$ cat config.mk
export PLATFORM = sky130hd
export DESIGN_NAME = pb_board_responder
export DESIGN_NICKNAME = d
export VERILOG_FILES = /design/src/rtl/pb_board_responder.sv
export SDC_FILE = /design/constraint.sdc
export NUM_CORES = 1
export LEC_CHECK = 0
export CORE_MARGIN = 5
export CORE_UTILIZATION = 44
export CTS_CLUSTER_DIAMETER = 80
export DETAILED_ROUTE_END_ITERATION = 10
export PLACE_DENSITY = 0.78
export SLEW_MARGIN = 20
export SYNTH_ARGS = -nofsm -noshare
export SYNTH_HDL_FRONTEND = slang
export SYNTH_SLANG_ARGS = --single-unit
$ cat constraint.sdc
create_clock -name clock -period 1.8 [get_ports clock]
set_input_delay 0.54 -clock clock [delete_from_list [all_inputs] [get_ports clock]]
set_output_delay 0.54 -clock clock [all_outputs]
set_load 0.02 [all_outputs]
$ cat src/rtl/pb_board_responder.sv
// Board-side responder for the lamp/ADC parallel bus: register file, read-back, board ID and one ADC channel.
// Optional build macro PB_RESP_LAMP_RESET_EN adds the active-low LampResetPin input.
module pb_board_responder #(
  parameter int CLOCK_FREQUENCY = 27000000,
  parameter int BOARD_BIT       = 0,
  parameter int RD_DRIVE_DELAY  = 2,
  parameter int ADC_CONV_CYCLES = 27
) (
  input  logic       clock,
  input  logic       reset,
  input  logic [3:0] BOARD_X,
  input  logic [2:0] AddessPort,
  input  logic       TestAddress,
  input  logic       PB_RD,
  input  logic       PB_WR,
  input  logic [7:0] Data_In_Port,
`ifdef PB_RESP_LAMP_RESET_EN
  input  logic       LampResetPin,
`endif
  output logic [7:0] Data_Out_Port,
  output logic       data_oe,
  input  logic [7:0] adc_sample,
  output logic [7:0] lamp_out,
  output logic       write_strobe,
  output logic [2:0] wr_port,
  output logic [7:0] wr_data
);

  if (CLOCK_FREQUENCY <= 0 || BOARD_BIT < 0 || BOARD_BIT > 3 || RD_DRIVE_DELAY < 1 ||
      RD_DRIVE_DELAY > 7 || ADC_CONV_CYCLES < 1 || ADC_CONV_CYCLES > 255) begin : g_bad_param
    $error("pb_board_responder: parameter out of range");
  end

  localparam logic [1:0] ST_IDLE  = 2'd0;
  localparam logic [1:0] ST_WRITE = 2'd1;
  localparam logic [1:0] ST_READ  = 2'd2;
  localparam logic [1:0] ST_TEST  = 2'd3;
  localparam logic [1:0] A_IDLE   = 2'd0;
  localparam logic [1:0] A_BUSY   = 2'd1;
  localparam logic [1:0] A_DONE   = 2'd2;
  localparam logic [7:0] TEST_ID   = 8'hA0 | 8'(BOARD_BIT);
  localparam logic [2:0] DRIVE_DLY = 3'(RD_DRIVE_DELAY);
  localparam logic [7:0] CONV_LEN  = 8'(ADC_CONV_CYCLES);
  localparam logic [3:0] RSEL_CODE = 4'b0001 << BOARD_BIT;

`ifdef PB_RESP_LAMP_RESET_EN
  localparam int SYNC_W = 19;
  localparam logic [SYNC_W-1:0] SYNC_RST = {1'b1, 18'd0};
  logic [SYNC_W-1:0] raw_w;
  assign raw_w = {LampResetPin, BOARD_X, AddessPort, TestAddress, PB_RD, PB_WR, Data_In_Port};
`else
  localparam int SYNC_W = 18;
  localparam logic [SYNC_W-1:0] SYNC_RST = 18'd0;
  logic [SYNC_W-1:0] raw_w;
  assign raw_w = {BOARD_X, AddessPort, TestAddress, PB_RD, PB_WR, Data_In_Port};
`endif

  logic [SYNC_W-1:0] sync1_q, sync2_q;
  logic [3:0]        s_board_x;
  logic [2:0]        s_addr;
  logic [7:0]        s_data;
  logic              s_test, s_rd, s_wr, s_lamp_rst_n;
  logic              wsel, rsel, commit, rd_exit4, busy_d, rt_sel;
  logic [1:0]        bus_q, bus_d, adc_q, adc_d;
  logic              armed_q, armed_d;
  logic [2:0]        cap_port_q, cap_port_d, rd_port_q, rd_port_d;
  logic [7:0]        cap_data_q, cap_data_d;
  logic [3:0][7:0]   regs_q, regs_d;
  logic [7:0]        cnt_q, cnt_d, result_q, result_d;
  logic              done_q, done_d;
  logic [2:0]        dly_q, dly_d;
  logic              oe_q, oe_d, ws_q;
  logic [7:0]        dout_q, dout_d, wr_data_q, wr_data_d;
  logic [2:0]        wr_port_q, wr_port_d;

  assign s_data    = sync2_q[7:0];
  assign s_wr      = sync2_q[8];
  assign s_rd      = sync2_q[9];
  assign s_test    = sync2_q[10];
  assign s_addr    = sync2_q[13:11];
  assign s_board_x = sync2_q[17:14];
`ifdef PB_RESP_LAMP_RESET_EN
  assign s_lamp_rst_n = sync2_q[18];
`else
  assign s_lamp_rst_n = 1'b1;
`endif

  assign wsel = s_board_x[BOARD_BIT];
  assign rsel = (s_board_x == RSEL_CODE);

  function automatic logic [7:0] port_data(input logic [2:0] port, input logic [3:0][7:0] regs,
                                           input logic [7:0] result, input logic busy, input logic done);
    logic [7:0] v;
    case (port)
      3'd0, 3'd1, 3'd2, 3'd3: v = regs[port[1:0]];
      3'd4:    v = result;
      3'd5:    v = {busy, 6'b000000, done};
      default: v = 8'h00;
    endcase
    return v;
  endfunction

  // Bus cycle decode; no cycle is accepted after reset until both strobes have read high.
  always_comb begin
    armed_d = armed_q | (s_rd & s_wr);
    bus_d   = ST_IDLE;
    if (armed_q) begin
      case ({s_rd, s_wr})
        2'b10:   bus_d = wsel ? ST_WRITE : ST_IDLE;
        2'b01:   bus_d = rsel ? ST_READ : ST_IDLE;
        2'b00:   bus_d = (s_test && rsel) ? ST_TEST : ST_IDLE;
        default: bus_d = ST_IDLE;
      endcase
    end else begin
      bus_d = ST_IDLE;
    end
    commit     = (bus_q == ST_WRITE) && s_rd && s_wr && s_lamp_rst_n;
    rd_exit4   = (bus_q == ST_READ) && (bus_d != ST_READ) && (rd_port_q == 3'd4);
    cap_port_d = (bus_d == ST_WRITE) ? s_addr : cap_port_q;
    cap_data_d = (bus_d == ST_WRITE) ? s_data : cap_data_q;
    rd_port_d  = (bus_d == ST_READ) ? s_addr : rd_port_q;
  end

  // Write commit into the register file and the last-write report.
  always_comb begin
    regs_d    = regs_q;
    wr_port_d = wr_port_q;
    wr_data_d = wr_data_q;
    if (commit) begin
      wr_port_d = cap_port_q;
      wr_data_d = cap_data_q;
      if (!cap_port_q[2]) begin
        regs_d[cap_port_q[1:0]] = cap_data_q;
      end else begin
        regs_d = regs_q;
      end
    end else begin
      wr_port_d = wr_port_q;
    end
    if (!s_lamp_rst_n) begin
      regs_d = {4{8'h00}};
    end else begin
      wr_data_d = wr_data_d;
    end
  end

  // ADC emulation: a port-4 write starts a conversion unless one is already running.
  always_comb begin
    adc_d    = adc_q;
    cnt_d    = cnt_q;
    result_d = result_q;
    done_d   = done_q;
    case (adc_q)
      A_BUSY: begin
        if (cnt_q == 8'd1) begin
          adc_d  = A_DONE;
          done_d = 1'b1;
        end else begin
          cnt_d = cnt_q - 8'd1;
        end
      end
      A_IDLE, A_DONE: begin
        if (commit && (cap_port_q == 3'd4)) begin
          adc_d    = A_BUSY;
          cnt_d    = CONV_LEN;
          result_d = adc_sample;
          done_d   = 1'b0;
        end else if (rd_exit4) begin
          done_d = 1'b0;
        end else begin
          done_d = done_q;
        end
      end
      default: adc_d = A_IDLE;
    endcase
    busy_d = (adc_d == A_BUSY);
  end

  // Read/test drive: output enable after the drive delay, data tracks the current port.
  always_comb begin
    rt_sel = (bus_d == ST_READ) || (bus_d == ST_TEST);
    if (!rt_sel) begin
      dly_d = 3'd0;
    end else if (bus_d != bus_q) begin
      dly_d = 3'd1;
    end else if (dly_q != 3'd7) begin
      dly_d = dly_q + 3'd1;
    end else begin
      dly_d = dly_q;
    end
    oe_d = rt_sel && (dly_d >= DRIVE_DLY);
    case (bus_d)
      ST_READ: dout_d = port_data(s_addr, regs_q, result_d, busy_d, done_d);
      ST_TEST: dout_d = TEST_ID;
      default: dout_d = dout_q;
    endcase
  end

  // State registers with synchronous active-low reset.
  always_ff @(posedge clock) begin
    if (!reset) begin
      sync1_q    <= SYNC_RST;
      sync2_q    <= SYNC_RST;
      bus_q      <= ST_IDLE;
      armed_q    <= 1'b0;
      cap_port_q <= 3'd0;
      cap_data_q <= 8'h00;
      rd_port_q  <= 3'd0;
      regs_q     <= {4{8'h00}};
      adc_q      <= A_IDLE;
      cnt_q      <= 8'd0;
      result_q   <= 8'h00;
      done_q     <= 1'b0;
      dly_q      <= 3'd0;
      oe_q       <= 1'b0;
      dout_q     <= 8'h00;
      ws_q       <= 1'b0;
      wr_port_q  <= 3'd0;
      wr_data_q  <= 8'h00;
    end else begin
      sync1_q    <= raw_w;
      sync2_q    <= sync1_q;
      bus_q      <= bus_d;
      armed_q    <= armed_d;
      cap_port_q <= cap_port_d;
      cap_data_q <= cap_data_d;
      rd_port_q  <= rd_port_d;
      regs_q     <= regs_d;
      adc_q      <= adc_d;
      cnt_q      <= cnt_d;
      result_q   <= result_d;
      done_q     <= done_d;
      dly_q      <= dly_d;
      oe_q       <= oe_d;
      dout_q     <= dout_d;
      ws_q       <= commit;
      wr_port_q  <= wr_port_d;
      wr_data_q  <= wr_data_d;
    end
  end

  assign Data_Out_Port = dout_q;
  assign data_oe       = oe_q;
  assign lamp_out      = regs_q[0];
  assign write_strobe  = ws_q;
  assign wr_port       = wr_port_q;
  assign wr_data       = wr_data_q;

endmodule

==> load_flow_metrics.sql, run 1 <==
INSERT INTO impl_metrics (metric_group, metric, value, unit) VALUES
('logic_synthesis', 'ys_dominant_reg_cell', 'dfxtp_1', ''),
('logic_synthesis', 'ys_seq_elements', '128', ''),
('worst_setup_path', 'critPathKind', 'flop to flop', ''),
('clocking', 'cts_tree', 'yes', ''),
('routing', 'route.vias.total', '3540', ''),
('routing', 'wirelength', '10.4', 'mm'),
('finish', 'design.final.nets', '581', ''),
('die', 'fp.dieH', '114', 'µm'),
('sta', 'hold_violations', '0', ''),
('clocking', 'post_cts_hold_buffer_count', '0', ''),
('logic_synthesis', 'synth_seq_area_share', '53.3', '%'),
('worst_setup_path', 'crit_fanout', '5', ''),
('worst_setup_path', 'series_of_cell_instances_along_the_critical_path', 'or4b_4 > nor2_8 > mux2i_2 > nor2_1 > a221o_1', ''),
('worst_setup_path', 'critical_path.startpoint_type', 'flop', ''),
('logic_synthesis', 'synthDistinctLibCells', '50', ''),
('routing', 'dr.first_iter.drc_count', '184', ''),
('finish', 'final-instance-count-excl-fill', '703', ''),
('worst_setup_path', 'end_kind', 'flop', ''),
('status', 'status', 'finished, violations left', ''),
('worst_setup_path', 'required', '2200', 'ps'),
('finish', 'finish.instance_area', '0.00629', 'mm²'),
('finish', 'syn2layout_area_growth', '30.9', '%'),
('grt', 'antenna_found_initial', '0', ''),
('die', 'die_w', '114', 'µm'),
('sta', 'relSlewSlack', '66.4', '%'),
('clocking', 'worstSkewPairLatency', '520', 'ps'),
('finish', 'multi_input_area', '0.00210', 'mm²'),
('logic_synthesis', 'syn_inst', '477', ''),
('finish', 'filler_cell_count', '874', ''),
('die', 'pin_count', '57', ''),
('clocking', 'clock_tree_root_buffer_cell', 'clkbuf_8', ''),
('power_and_ir_drop', 'peakVddDrop', '0.552', 'mV'),
('clocking', 'clkTransAtPathRegs', '60', 'ps'),
('worst_setup_path', 'critPathArrivalTime', '2230', 'ps'),
('clocking', 'tritoncts.num_buffers', '17', ''),
('die', 'num_rows', '38', ''),
('placement', 'numPortBuffers', '56', ''),
('grt', 'grt.overflow.total', '0', ''),
('placement', 'dpl.cell_count', '667', ''),
('routing', 'drc', '0', ''),
('power_and_ir_drop', 'post-layout-total-power', '6620', 'µW'),
('sta', 'drv_slew', '0', ''),
('placement', 'sum_of_net_half_perimeters_after_detailed_placement', '7.21', 'mm'),
('finish', 'area.sequential', '0.00256', 'mm²'),
('sta', 'max_freq', '548', 'MHz'),
('grt', 'grt_max_degree', '49', ''),
('status', 'failed_checks', 'negative setup slack', ''),
('placement', 'gp_congestion', '0.870', ''),
('sta', 'postLayoutSetupSlackWorst', '-24.5', 'ps'),
('sta', 'setup-violations-final', '6', ''),
('routing', 'detail-route-antenna-nets', '0', ''),
('sta', 'grt_setup_unrepaired', 'yes', ''),
('logic_synthesis', 'syn_area_per_cell', '10.1', 'µm²'),
('sta', 'clock-skew-final', '5.11', 'ps'),
('worst_setup_path', 'slowest_stage_cell_cp', 'or4b_4', ''),
('grt', 'vias_in_the_first_global_route', '3493', ''),
('logic_synthesis', 'postSynth.asyncResetShare', '0', '%'),
('clocking', 'clock_tree.buffer_depth', '2', ''),
('routing', 'route.detailed.vias_per_inst', '5.04', ''),
('logic_synthesis', 'synth_edf_count', '0', ''),
('logic_synthesis', 'ys_warn_count', '0', ''),
('logic_synthesis', 'synth_fp_nets', '508', ''),
('sta', 'final_min_period_over_clock_period', '101', '%'),
('sta', 'timing.final.crit_period', '1820', 'ps'),
('worst_setup_path', 'max_stage_delay', '600', 'ps'),
('die', 'coreArea', '0.0108', 'mm²'),
('finish', 'post_route_cells_drive_above_1_share', '16.5', '%'),
('sta', 'worst_slew_pin_slew', '499', 'ps'),
('worst_setup_path', 'critical_path_buf_inv_count', '0', ''),
('power_and_ir_drop', 'power_leakage', '0.00249', 'µW'),
('routing', 'drtPass1Iterations', '4', '');
==> where the power goes <==
group / leakage, µW / total (µW) / internal, µW / switching (µW)
Clock: 0.000298 / 3550 / 2330 / 1220
Combinational: 0.00115 / 183 / 102 / 80.6
Sequential: 0.00104 / 2880 / 2870 / 11.0
==> synthesized netlist by cell type, types with 2 or more instances <==
library cell / instances / share of area, %
dfxtp_1: 128 / 53
nor2_1: 65 / 5.1
nand2_1: 53 / 4.1
mux2i_1: 43 / 9.0
and2_1: 38 / 4.9
a21oi_1: 25 / 2.6
clkbuf_1: 16 / 1.3
buf_4: 10 / 1.6
nand3_1: 9 / 0.94
mux4_2: 8 / 3.8
nor3_1: 7 / 0.73
buf_2: 6 / 0.63
inv_1: 6 / 0.47
a221o_1: 5 / 1.0
o21ai_0: 5 / 0.52
xor2_1: 4 / 0.73
a211oi_1: 3 / 0.47
a31oi_1: 3 / 0.39
ha_1: 3 / 0.78
nor4_1: 3 / 0.39
nor4b_1: 3 / 0.55
a32oi_1: 2 / 0.36
and3b_1: 2 / 0.36
nand2b_1: 2 / 0.26
nand4_1: 2 / 0.26
o31a_1: 2 / 0.36
==> metrics by stage <==
step | util (%) | setup WS [ps] | TNS (ps)
2_1_floorplan | - | -113 | -451
3_3_place_gp | 52.1 | -35.6 | -174
3_5_place_dp | 52.1 | -84.9 | -431
4_1_cts | 57.9 | -18.5 | -26.4
5_1_grt | 58.3 | -114 | -716
6_report | 58.3 | -24.5 | -76.1
==> final timing paths <==
| path | from | to | slack, ps | cells past startpoint |
|---|---|---|---|---|
| worst max-delay path | cap_port_q[1] | Data_Out_Port[3] | -20 | 5 |
| worst min-delay path | sync1_q[5] | sync2_q[5] | 430 | 1 |
| worst max register to register | cap_port_q[1] | Data_Out_Port[3] | -20 | 5 |
| worst min register to register | sync1_q[5] | sync2_q[5] | 430 | 1 |
==> routing by layer <==
layer | up-vias | track usage [%] | wire, µm
li1 | 1766 | - | -
met1 | 1651 | 20.1 | 4580
met2 | 113 | 26.7 | 4950
met3 | 10 | 5.92 | 716
met4 | 0 | 5.46 | 130
met5 | - | 0 | 0
==> cell families after synthesis <==
family                   share of synthesized area [%]
buffers and inverters                             4.40
flip-flops                                        53.3
AND/OR/NAND/NOR                                   20.8
AO/OA/AOI/OAI                                     7.09
XOR/XNOR                                         0.912
adder cells (fa/ha/maj)                          0.782
multiplexers                                      12.7
==> state kept, by name (all words and copies together), names as in the netlist, 2 cells and up <==
signal,cells
Data_Out_Port,8
wr_port,3
sync2_q,18
cap_port_q,3
cap_data_q,8
wr_data,8
bus_q,2
regs_q,24
cnt_q,8
dly_q,3
sync1_q,18
lamp_out,8
adc_q,2
result_q,8
rd_port_q,3
==> layout make-up <==
class,instances,area share [%]
multi-input combinational,308,33.4
tap,140,2.78
clock inverter,12,2.90
inverter,7,0.418
timing repair buffer,88,12.7
sequential,128,40.7
clock buffer,20,7.08
==> timing repair <==
item	in CTS	in global routing
setup buffers	0	3
resized for setup	39	17
hold endpoints to repair	0	0
endpoints found under the setup margin	44	34
cloned	1	0
pin swaps	2	1
Note: power is estimated with default switching activity, not from simulation.
==> run 2: changes to the inputs <==
==> constraint.sdc (replaced) <==
create_clock -name clock -period 1.8 [get_ports clock]
set_input_delay 0.36 -clock clock [delete_from_list [all_inputs] [get_ports clock]]
set_output_delay 0.36 -clock clock [all_outputs]
set_load 0.02 [all_outputs]
==> load_flow_metrics.sql, run 2 (same netlist as run 1, synthesis figures left out) <==
INSERT INTO impl_metrics (metric_group, metric, value, unit) VALUES
('clocking', 'clock_tree_root_buffer_cell', 'clkbuf_8', ''),
('worst_setup_path', 'critical_path.startpoint_type', 'flop', ''),
('clocking', 'clock_tree.buffer_depth', '2', ''),
('grt', 'globalRouteTotalUtil', '17.1', '%'),
('finish', 'filler_cell_count', '876', ''),
('clocking', 'worstSkewPairLatency', '520', 'ps'),
('sta', 'worst_slew_pin_slew', '581', 'ps'),
('worst_hold_path', 'min_path_type', 'input port to flop', ''),
('routing', 'dr.first_iter.drc_count', '227', ''),
('grt', 'vias_in_the_first_global_route', '3657', ''),
('finish', 'largest_register_ff_count', '24', ''),
('sta', 'setup-violations-final', '6', ''),
('finish', 'post_route_cells_drive_above_1_share', '17.9', '%'),
('clocking', 'cts_tree', 'yes', ''),
('sta', 'drv_slew', '0', ''),
('sta', 'clock-skew-final', '11.6', 'ps'),
('die', 'num_rows', '38', ''),
('die', 'pin_count', '57', ''),
('worst_setup_path', 'timing.reg2reg.setup_slack', '-40', 'ps'),
('clocking', 'post_cts_hold_buffer_count', '0', ''),
('finish', 'antenna_cells', '0', ''),
('status', 'failed_checks', 'negative setup slack', ''),
('grt', 'groute.layer.met1.usage', '21.5', '%'),
('worst_setup_path', 'crit_fanout', '5', ''),
('die', 'die_w', '114', 'µm'),
('finish', 'syn2layout_area_growth', '32.8', '%'),
('finish', 'final_core_utilization', '59.1', '%'),
('sta', 'relSlewSlack', '60.9', '%'),
('clocking', 'clkTransAtPathRegs', '60', 'ps'),
('finish', 'mostFrequentLayoutCells', 'dfxtp_1 (127), nor2_1 (64), nand2_1 (53)', ''),
('routing', 'detail-route-antenna-nets', '0', ''),
('power_and_ir_drop', 'power_leakage', '0.00258', 'µW'),
('grt', 'antenna_found_initial', '0', ''),
('grt', 'use_met3', '5.02', '%'),
('sta', 'finalHoldWorstSlack', '416', 'ps'),
('worst_setup_path', 'critPathKind', 'flop to flop', ''),
('grt', 'grt_max_degree', '48', ''),
('die', 'fp.dieH', '114', 'µm'),
('clocking', 'clock_sinks', '128', ''),
('worst_setup_path', 'required', '2200', 'ps'),
('routing', 'route.detailed.vias_per_inst', '5.12', ''),
('grt', 'grt_first_pass_wirelength', '17.6', 'mm'),
('die', 'coreArea', '0.0108', 'mm²'),
('die', 'initial_utilization', '44.5', '%'),
('sta', 'hold_violations', '0', ''),
('finish', 'largest_register', 'regs_q', ''),
('sta', 'postLayoutSetupSlackWorst', '-42.9', 'ps'),
('power_and_ir_drop', 'pwr_density_cell', '1040', 'mW/mm²'),
('power_and_ir_drop', 'peakVddDrop', '0.558', 'mV'),
('grt', 'global_route.peak_usage_layer', 'met2', ''),
('routing', 'drtPass1Iterations', '4', ''),
('routing', 'drc', '0', ''),
('routing', 'wirelength', '10.9', 'mm'),
('die', 'fp.dieArea', '0.0131', 'mm²'),
('placement', 'gp_congestion', '0.823', ''),
('grt', 'grt.overflow.total', '0', ''),
('clocking', 'cts.htree.levels', '4', ''),
('sta', 'max_freq', '543', 'MHz'),
('routing', 'routedWlPerCell', '15.4', 'µm'),
('clocking', 'tritoncts.num_buffers', '17', ''),
('placement', 'numPortBuffers', '56', ''),
('grt', 'grt_util_met2', '26.7', '%'),
('finish', 'layout.cells.most_common', 'dfxtp_1', ''),
('worst_setup_path', 'end_kind', 'flop', ''),
('placement', 'sum_of_net_half_perimeters_after_detailed_placement', '7.29', 'mm'),
('sta', 'grt_setup_unrepaired', 'yes', ''),
('finish', 'top_regs', 'regs_q: 24 flops, sync1_q: 18 flops, sync2_q: 18 flops', ''),
('worst_setup_path', 'critPathArrivalTime', '2250', 'ps'),
('placement', 'placedInstanceArea', '0.00564', 'mm²'),
('finish', 'design.final.nets', '588', ''),
('finish', 'finish.instance_area', '0.00638', 'mm²'),
('run', 'max-cap-violations', '0', ''),
('routing', 'route.vias.total', '3637', ''),
('sta', 'timing.final.crit_period', '1840', 'ps'),
('status', 'status', 'finished, violations left', ''),
('sta', 'final_min_period_over_clock_period', '102', '%');
-- run 2: cell count changes in the layout (fill, tap and decap cells not counted), sizes merged --
cell           change
buf                +7
clkbuf             -8
clkdlybuf4s15      -7
clkinv             +3
clkinvlp           -1
dlygate4sd2       +11
dlymetal6s2s       +1
inv                +1
-- run 2: metal layers --
metal	up-vias	wire, µm
li1	1785	-
met1	1714	4680
met2	117	5320
met3	21	641
met4	0	259
met5	-	0
-- run 2: repair_timing --
action | 4_1_cts | 5_1_grt
setup endpoints to repair | 32 | 43
setup buffers | 3 | 5
cloned | 1 | 0
pin swaps | 4 | 10
gates resized for setup | 31 | 15
-- run 2: path summary, 6_finish.rpt --
path	cells past startpoint	from	endpoint
min	2	Data_In_Port[3]	sync1_q[3]
min reg2reg	1	sync1_q[6]	sync2_q[6]
max	5	cap_port_q[1]	Data_Out_Port[4]
max reg2reg	5	cap_port_q[1]	Data_Out_Port[4]
-- run 2: cell type report --
| class | count | area, µm² | share of cell area (%) |
|---|---|---|---|
| multi-input combinational | 308 | 2120 | 33.3 |
| timing repair buffer | 95 | 866 | 13.6 |
| clock buffer | 17 | 414 | 6.49 |
| sequential | 128 | 2560 | 40.2 |
| clock inverter | 15 | 210 | 3.29 |
| tap | 140 | 175 | 2.75 |
| inverter | 7 | 26.3 | 0.412 |
-- run 2: per-stage QoR --
stage | worst slack, ps | total power [µW] | std cells | setup TNS, ps
detailed placement | -13.1 | 3120 | 669 | -18.3
CTS | -25.1 | 6670 | 705 | -67.1
global placement | 36.2 | 3120 | 669 | 0
floorplan | -113 | 3020 | 477 | -451
global route | -108 | 6840 | 710 | -795
finish | -42.9 | 6620 | 710 | -167
-- run 2: worst max-delay path, stage by stage, from the launching register on --
cell     delay (ps)
dfxtp_1         310
or4b_4          610
nor2_8          200
mux2i_2         260
nor2_1           80
a221o_1         270
-- run 2: where the power goes --
part	total (µW)	leakage (µW)	internal (µW)	switching, µW
logic	182	0.00124	101	80.8
clock network	3550	0.000299	2260	1290
registers	2880	0.00104	2870	12.7
total	6620	0.00258	5240	1380
==> run 3: changes to the inputs <==
- CORE_MARGIN: 5 -> not set
==> load_flow_metrics.sql, run 3 (same netlist as run 1, synthesis figures left out) <==
INSERT INTO impl_metrics (metric_group, metric, value, unit) VALUES
('grt', 'grt_first_pass_wirelength', '16.5', 'mm'),
('die', 'fp.dieH', '106', 'µm'),
('sta', 'finalHoldWorstSlack', '431', 'ps'),
('sta', 'final_min_period_over_clock_period', '102', '%'),
('routing', 'drtPass1Iterations', '4', ''),
('worst_setup_path', 'critPathArrivalTime', '2230', 'ps'),
('worst_setup_path', 'max_stage_delay', '600', 'ps'),
('clocking', 'clkTransAtPathRegs', '60', 'ps'),
('routing', 'routedWlPerCell', '14.5', 'µm'),
('sta', 'relSlewSlack', '58.6', '%'),
('sta', 'drv_slew', '0', ''),
('worst_setup_path', 'series_of_cell_instances_along_the_critical_path', 'or4b_4 > nor2_8 > mux2i_2 > nor2_1 > a221o_1', ''),
('power_and_ir_drop', 'post-layout-total-power', '6340', 'µW'),
('worst_setup_path', 'timing.reg2reg.setup_slack', '-40', 'ps'),
('worst_setup_path', 'timing.critical_path.from', 'cap_port_q[1]', ''),
('sta', 'clock-skew-final', '7.61', 'ps'),
('finish', 'antenna_cells', '0', ''),
('grt', 'antenna_found_initial', '0', ''),
('power_and_ir_drop', 'power.share.clock', '51.7', '%'),
('power_and_ir_drop', 'power_leakage', '0.00253', 'µW'),
('run', 'max-cap-violations', '0', ''),
('grt', 'grt.overflow.total', '0', ''),
('sta', 'fin_tns_setup', '-97.1', 'ps'),
('sta', 'timing.final.crit_period', '1840', 'ps'),
('worst_setup_path', 'worst_setup_path_endpoint', 'Data_Out_Port[1]', ''),
('clocking', 'cts_tree', 'yes', ''),
('clocking', 'worstSkewPairLatency', '510', 'ps'),
('power_and_ir_drop', 'power.combinational.fraction', '2.8', '%'),
('finish', 'mostFrequentLayoutCells', 'dfxtp_1 (128), nor2_1 (64), nand2_1 (53)', ''),
('routing', 'wirelength', '10.1', 'mm'),
('die', 'die_w', '106', 'µm'),
('worst_hold_path', 'min_path_type', 'input port to flop', ''),
('routing', 'route.detailed.vias_per_inst', '5.08', ''),
('grt', 'vias_in_the_first_global_route', '3492', ''),
('grt', 'grt_max_degree', '38', ''),
('die', 'pin_count', '57', ''),
('placement', 'dpl.cell_count', '663', ''),
('clocking', 'cts.htree.levels', '4', ''),
('sta', 'worst_slew_pin_slew', '615', 'ps'),
('finish', 'top_regs', 'regs_q: 24 flops, sync1_q: 18 flops, sync2_q: 18 flops', ''),
('finish', 'post_route_cells_drive_above_1_share', '15.0', '%'),
('power_and_ir_drop', 'sw_frac_of_total', '20.9', '%'),
('finish', 'layout.cells.most_common', 'dfxtp_1', ''),
('die', 'coreArea', '0.0105', 'mm²'),
('clocking', 'clock_tree.buffer_depth', '2', ''),
('power_and_ir_drop', 'peakVddDrop', '0.572', 'mV'),
('worst_setup_path', 'crit_fanout', '5', ''),
('worst_setup_path', 'r2r_end', 'Data_Out_Port[1]', ''),
('grt', 'globalRouteTotalUtil', '19.0', '%'),
('clocking', 'tritoncts.num_buffers', '17', ''),
('status', 'status', 'finished, violations left', ''),
('die', 'initial_utilization', '45.9', '%'),
('finish', 'largest_register_ff_count', '24', ''),
('worst_setup_path', 'required', '2190', 'ps'),
('power_and_ir_drop', 'seqPwrFrac', '45.5', '%'),
('routing', 'route.vias.total', '3544', ''),
('clocking', 'clock_tree_root_buffer_cell', 'clkbuf_8', ''),
('routing', 'detail-route-antenna-nets', '0', ''),
('worst_setup_path', 'critPathKind', 'flop to flop', ''),
('worst_setup_path', 'cells_on_worst_reg2reg_path', '5', ''),
('finish', 'design.final.nets', '579', ''),
('power_and_ir_drop', 'pwr_density_cell', '1020', 'mW/mm²'),
('finish', 'syn2layout_area_growth', '29.3', '%'),
('sta', 'grt_setup_unrepaired', 'yes', ''),
('finish', 'largest_register', 'regs_q', ''),
('sta', 'setup-violations-final', '3', ''),
('routing', 'dr.first_iter.drc_count', '141', ''),
('sta', 'hold_violations', '0', ''),
('die', 'num_rows', '37', ''),
('power_and_ir_drop', 'cell_internal_pwr', '5020', 'µW'),
('placement', 'gp_congestion', '0.841', ''),
('worst_setup_path', 'critical_path.startpoint_type', 'flop', ''),
('sta', 'postLayoutSetupSlackWorst', '-43.9', 'ps'),
('power_and_ir_drop', 'power.switching', '1320', 'µW'),
('clocking', 'clock_sinks', '128', ''),
('finish', 'final-instance-count-excl-fill', '697', ''),
('sta', 'max_freq', '542', 'MHz'),
('routing', 'drc', '0', ''),
('worst_setup_path', 'end_kind', 'flop', ''),
('worst_setup_path', 'regToRegStartpoint', 'cap_port_q[1]', ''),
('placement', 'sum_of_net_half_perimeters_after_detailed_placement', '6.82', 'mm'),
('die', 'fp.dieArea', '0.0113', 'mm²'),
('status', 'failed_checks', 'negative setup slack', ''),
('placement', 'numPortBuffers', '56', ''),
('worst_setup_path', 'slowest_stage_cell_cp', 'or4b_4', '');
## run 3: changes by cell type in the layout (fill, tap and decap cells not counted), moves of 2 or more
cell	change
buf_4	-7
mux2i_1	+4
mux2i_2	-3
bufinv_16	-2
clkbuf_8	+2
clkinv_2	+2
## run 3: worst min-delay path by stage
stage	from	to	slack [ps]	cells after the start
global route	Data_In_Port[1]	sync1_q[1]	400	2
CTS	Data_In_Port[1]	sync1_q[1]	410	2
detailed placement	sync1_q[9]	sync2_q[9]	420	1
finish	Data_In_Port[1]	sync1_q[1]	430	2
global placement	sync1_q[11]	sync2_q[11]	420	1
floorplan	sync1_q[0]	sync2_q[0]	410	1
## run 3: area by class of cell
class	count	area, µm²
well taps	136	170
clock buffers	20	445
fillers	894	4250
repair buffers	86	786
multi-input cells	308	2080
clock inverters	12	135
flip-flops and latches	128	2560
inverters	7	26.3
## run 3: what timing repair did
item	4_1_cts	5_1_grt
hold buffers	0	0
gates resized for setup	27	9
gates cloned	0	1
pin swaps	0	6
setup endpoints to repair	31	21
buffers inserted	1	0
## run 3: power groups by stage
| stage | Combinational [µW] | Sequential (µW) | Clock, µW |
|---|---|---|---|
| global route | 192 | 2890 | 3490 |
| global placement | 172 | 2940 | 0 |
| finish | 176 | 2880 | 3280 |
| detailed placement | 175 | 2950 | 0 |
| CTS | 176 | 2880 | 3340 |
| floorplan | 81.9 | 2940 | 0 |
## run 3: per-layer routing
metal,global-route usage (%),vias to the layer above,wire (µm)
met3,5.15,13,515
met4,7.73,0,149
met1,22.8,1675,4430
met2,32.1,95,5010
met5,0,-,0
li1,-,1761,-
## run 3: critical path: cells and delay by family (launching register included)
family             cells  cell delay [ps]
AOI/OAI and AO/OA      1              260
DFF                    1              310
muxes                  1              280
and+or+nand+nor        3              870
## run 3: metrics by stage
stage	worst slack [ps]	cell area, µm²	util [%]
after floorplan	-113	4810	-
after global placement	49.3	5600	53.6
after detailed placement	-10.3	5600	53.6
after CTS	-62.5	6160	58.9
after global routing	-102	6210	59.4
final	-43.9	6210	59.4
